File: src/rtl/instruction_fetch_unit.sv
// Instruction fetch stage: owns the PC, addresses the 64-word instruction memory and
// presents each fetched word plus its PC+4 to decode through a valid/ready register.
module instruction_fetch_unit #(
  parameter logic [31:0] RESET_PC  = 32'h0000_0000,
  parameter logic [31:0] HALT_WORD = 32'hFFFF_FFFF
) (
  input  logic        CLK,
  input  logic        RESET,
  output logic [5:0]  IM_A,
  input  logic [31:0] IM_RD,
  input  logic        redirect_valid,
  input  logic [31:0] redirect_target,
  output logic [31:0] instr_out,
  output logic [31:0] pc4_out,
  output logic        valid_out,
  input  logic        ready_in,
  output logic        halted,
  output logic [15:0] fetch_count
);

  typedef enum logic [1:0] {
    BOOT   = 2'd0,
    RUN    = 2'd1,
    HALTED = 2'd2
  } fetchState_t;

  fetchState_t stateR;
  fetchState_t nextStateS;
  logic [31:0] pcR;
  logic [31:0] pcNextS;
  logic [31:0] pcPlus4S;
  logic [31:0] instrR;
  logic [31:0] pc4R;
  logic        validR;
  logic        validNextS;
  logic        haltedR;
  logic [15:0] countR;
  logic        acceptS;
  logic        captureS;

  // Memory is word addressed and only 64 deep, so the PC wraps through it mod 64 words.
  assign IM_A        = pcR[7:2];
  assign instr_out   = instrR;
  assign pc4_out     = pc4R;
  assign valid_out   = validR;
  assign halted      = haltedR;
  assign fetch_count = countR;

  // Next-state, next-PC and handshake decode; redirect outranks capture and stall.
  always_comb begin
    pcPlus4S   = pcR + 32'd4;
    acceptS    = validR & ready_in;
    captureS   = (stateR == RUN) & (~validR | ready_in) & ~redirect_valid;
    nextStateS = stateR;
    pcNextS    = pcR;
    validNextS = validR;
    if (redirect_valid) begin
      nextStateS = RUN;
      pcNextS    = {redirect_target[31:2], 2'b00};
      validNextS = 1'b0;
    end else begin
      case (stateR)
        BOOT: begin
          nextStateS = RUN;
        end
        RUN: begin
          if (captureS) begin
            pcNextS    = pcPlus4S;
            validNextS = 1'b1;
            // The halt word itself is still handed to decode.
            if (IM_RD == HALT_WORD) begin
              nextStateS = HALTED;
            end else begin
              nextStateS = RUN;
            end
          end else begin
            validNextS = validR;
          end
        end
        HALTED: begin
          if (acceptS) begin
            validNextS = 1'b0;
          end else begin
            validNextS = validR;
          end
        end
        default: begin
          nextStateS = BOOT;
          validNextS = 1'b0;
        end
      endcase
    end
  end

  // State, PC, IF/ID register and accept counter.
  always_ff @(posedge CLK) begin
    if (RESET) begin
      stateR  <= BOOT;
      pcR     <= RESET_PC;
      instrR  <= 32'h0000_0000;
      pc4R    <= 32'h0000_0000;
      validR  <= 1'b0;
      haltedR <= 1'b0;
      countR  <= 16'h0000;
    end else begin
      stateR  <= nextStateS;
      pcR     <= pcNextS;
      validR  <= validNextS;
      haltedR <= (nextStateS == HALTED);
      if (captureS) begin
        instrR <= IM_RD;
        pc4R   <= pcPlus4S;
      end
      if (acceptS) begin
        countR <= countR + 16'd1;
      end
    end
  end

endmodule
File: config.mk
export PLATFORM = sky130hd
export DESIGN_NAME = instruction_fetch_unit
export DESIGN_NICKNAME = d
export VERILOG_FILES = /design/src/rtl/instruction_fetch_unit.sv
export SDC_FILE = /design/constraint.sdc
export NUM_CORES = 1
export LEC_CHECK = 0
export ABC_CLOCK_PERIOD_IN_PS = 2500
export CORE_ASPECT_RATIO = 0.5
export CORE_MARGIN = 2
export CORE_UTILIZATION = 43
export CTS_CLUSTER_DIAMETER = 60
export CTS_CLUSTER_SIZE = 24
export DETAILED_ROUTE_END_ITERATION = 10
export PLACE_DENSITY_LB_ADDON = 0.15
export SLEW_MARGIN = 10
export SYNTH_ARGS = -nofsm -noshare
export SYNTH_HDL_FRONTEND = slang
export SYNTH_SLANG_ARGS = --single-unit
export TNS_END_PERCENT = 1
File: constraint.sdc
create_clock -name CLK -period 2.5 [get_ports CLK]
set_input_delay 0.25 -clock CLK [delete_from_list [all_inputs] [get_ports CLK]]
set_output_delay 0.25 -clock CLK [all_outputs]
set_load 0.01 [all_outputs]
==> key figures <==
Logic synthesis
  • Area leader, netlist: dfxtp_1
  • Top FF cell, synth: dfxtp_1
  • Post-synth ARST share: 0%
  • Post-synth cell types: 48
  • FF+latch count, synth: 112
  • Top cells by area, synth: dfxtp_1 41%, nand2_1 6.7%, nor2_1 4.9%
  • Synth top area share: 41.5%
  • Synthesis Warnings: 0
  • EDFF count, synth: 0
  • Syn Inst Count: 667
  • Sequential area share after synthesis: 41.5%
  • Syn Area/Cell: 8.11 um^2
  • Post-synthesis cell area: 5410 um^2

Power and ir drop
  • Combinational power share: 14.6%
  • Leak Pwr: 2.47 nW
  • Total power: 4.14 mW
  • Sw Pwr: 1.05 mW
  • Clock Power Share: 37.8%
  • Internal: 3.09 mW
  • Maximum vdd drop: 323 uV
  • Sw frac: 25.4%
  • Pwr/cell area: 556 nW/um^2
  • Reg power frac: 47.5%

Worst setup path
  • Path depth of the worst reg2reg path: 6
  • WP data required: 2.76 ns
  • CP cell instances: ha_1 > nand4_1 > buf_4 > or3_1 > or4_1 > a311oi_1
  • Critical path class: reg -> reg
  • Startpoint Class: flop
  • CP Max Fanout: 7
  • CP arrival: 2.57 ns
  • Critical Path End Type: flop
  • CP peak stage delay: 0.46 ns
  • Crit-path slowest cell: or3_1

GRT
  • Met1 global-route usage: 31.4%
  • Met3 Track Usage GR: 5.09%
  • Grt ovf: 0
  • Wire length of the first global-routing pass: 24600 um
  • Met2 usage: 34.1%
  • GRT Max-Usage Layer: met2
  • Largest net degree at the start of global routing: 64
  • Total track usage: 22.1%
  • Vias in the first global route: 4797
  • Initial antenna violation count: 0

CTS
  • Post-cts resize count: 0
  • Clock Latency Late Sink: 0.34 ns
  • CTS Sinks: 112
  • Worst-path clk slew: 0.07 ns
  • Max clock buf depth: 2
  • H-Tree Depth: 3
  • Clk root buf: clkbuf_16
  • Inserted Clock Buffers: 9
  • CTS tree: yes
  • # hold bufs at CTS: 0
  • Post-CTS setup buffers: 0

Place
  • GPL Wtd Cong: 0.878
  • PortBufs: 151
  • HPWL Detailed: 10600 um
  • Cell Area, Placed: 7130 um^2

Job
  • Max Cap Violations: 0

Cells and area
  • Commonest non-fill, non-tap cell in the layout: clkdlybuf4s50_1
  • Fin area: 7450 um^2
  • Most frequent cells in the layout: 150 x clkdlybuf4s50_1, 112 x dfxtp_1, 97 x nand2_1
  • P&R area growth vs syn: 37.9%
  • Share of cells above drive strength 1: 6.72%
  • Nets: 868
  • Ant. Diodes: 0

STA
  • Setup Viol. Count Final: 0
  • Final Hold Fails: 0
  • Fin crit share: 92.5%
  • Max Freq: 432 MHz
  • Worst Tran Pin Value: 1.00 ns
  • Slew Viols, Final: 0
  • Worst rel slew slack: 32.8%
  • Period minus WS final: 2.31 ns
  • Fin Clk Skew: 0.00475 ns
  • Unrepaired setup endpoints after global routing: no

Route
  • Iter 0 DRT Violations: 380
  • DR DRC count: 0
  • Drt total wl: 15100 um
  • Post-route ant nets: 0
  • DRT Pass-1 Iters: 4
  • Post-DR vias/cell: 5.61
  • DR WL/cell: 15.6 um
  • DR vias: 5427

Run status
  • Status: complete, no violations

Min path
  • Worst hold path cell count: 2
  • Worst hold path type: in -> reg

Die
  • Die area: 13500 um^2
  • Chip width: 163 um
  • Num ports: 156
  • Core Area: 12100 um^2
  • Initial Util: 44.9%
  • Die height: 83.3 um
  • Rows: 28
worst max-delay path: cells and delay by family (launching register included):
kind / cells / cell delay, ns
buffers and inverters: 1 / 0.25
flip-flops: 1 / 0.40
adder cells (fa/ha/maj): 1 / 0.19
AO/OA/AOI/OAI: 1 / 0.25
AND/OR/NAND/NOR: 3 / 1.13
cell type report:
type	instances	area, um^2
fillers	1140	4600
multi-input cells	485	2860
flip-flops and latches	112	2240
repair buffers	182	1790
clock buffers	10	229
well taps	165	206
clock inverters	6	92.6
inverters	8	30.0
metal layers:
layer	vias up	routed length (um)
met3	14	1010
li1	2702	-
met2	177	6630
met4	0	161
met5	-	0
met1	2534	7340
worst paths after layout:
check / start / end / slack [ns]
max: pcR[3]$_SDFFE_PP0P_ / pcR[16]$_SDFFE_PP0P_ / 0.19
max reg2reg: pcR[3]$_SDFFE_PP0P_ / pcR[16]$_SDFFE_PP0P_ / 0.19
min: RESET / fetch_count[6]$_SDFFE_PP0P_ / 0.41
min reg2reg: instr_out[18]$_SDFFE_PP0N_ / instr_out[18]$_SDFFE_PP0N_ / 0.46
power groups by stage:
stage	logic, mW	clock network [mW]	registers (mW)
after CTS	0.611	1.60	1.97
after global placement	0.601	0	2.01
after global routing	0.659	1.67	1.98
after floorplan	0.274	0	2.01
final	0.607	1.57	1.97
after detailed placement	0.606	0	2.01
cells in the mapped netlist, types with 14 or more instances:
cell type  number
nand3_1        14
a21oi_1        46
nor3_1         14
dfxtp_1       112
a211oi_1       27
clkbuf_1       43
nand4_1        24
nor4_1         16
nand2_1        97
xnor2_1        16
or3_1          15
nor2_1         70
xor2_1         16
or4_1          16
a311oi_1       26
per-stage QoR:
stage | worst slack (ns) | util (%) | hold slack (ns) | TNS (ns) | std cells
after floorplan | 0.157 | - | 0.386 | 0 | 668
after global placement | 0.0637 | 59.2 | 0.441 | 0 | 952
after detailed placement | -0.0138 | 59.2 | 0.446 | -0.0138 | 952
after CTS | 0.196 | 61.8 | 0.394 | 0 | 968
after global routing | 0.0169 | 61.9 | 0.414 | 0 | 968
final | 0.187 | 61.9 | 0.409 | 0 | 968
flip-flops by register name, indices dropped and copies added, names as in the netlist:
signal	flops
pc4_out	30
halted	1
stateR	2
instr_out	32
pcR	30
valid_out	1
fetch_count	16
cells by family (layout without fill, tap and decap cells):
| group | count (synthesis) | after routing | synth area share [%] |
|---|---|---|---|
| buf+inv | 71 | 206 | 5.83 |
| other cells | 1 | 2 | 0.0693 |
| compound gates | 146 | 146 | 18.7 |
| fa+ha+maj | 2 | 2 | 0.463 |
| simple gates | 303 | 303 | 28.3 |
| xor+xnor | 32 | 32 | 5.18 |
| flops | 112 | 112 | 41.5 |
Power figures use the tool's default switching activity.
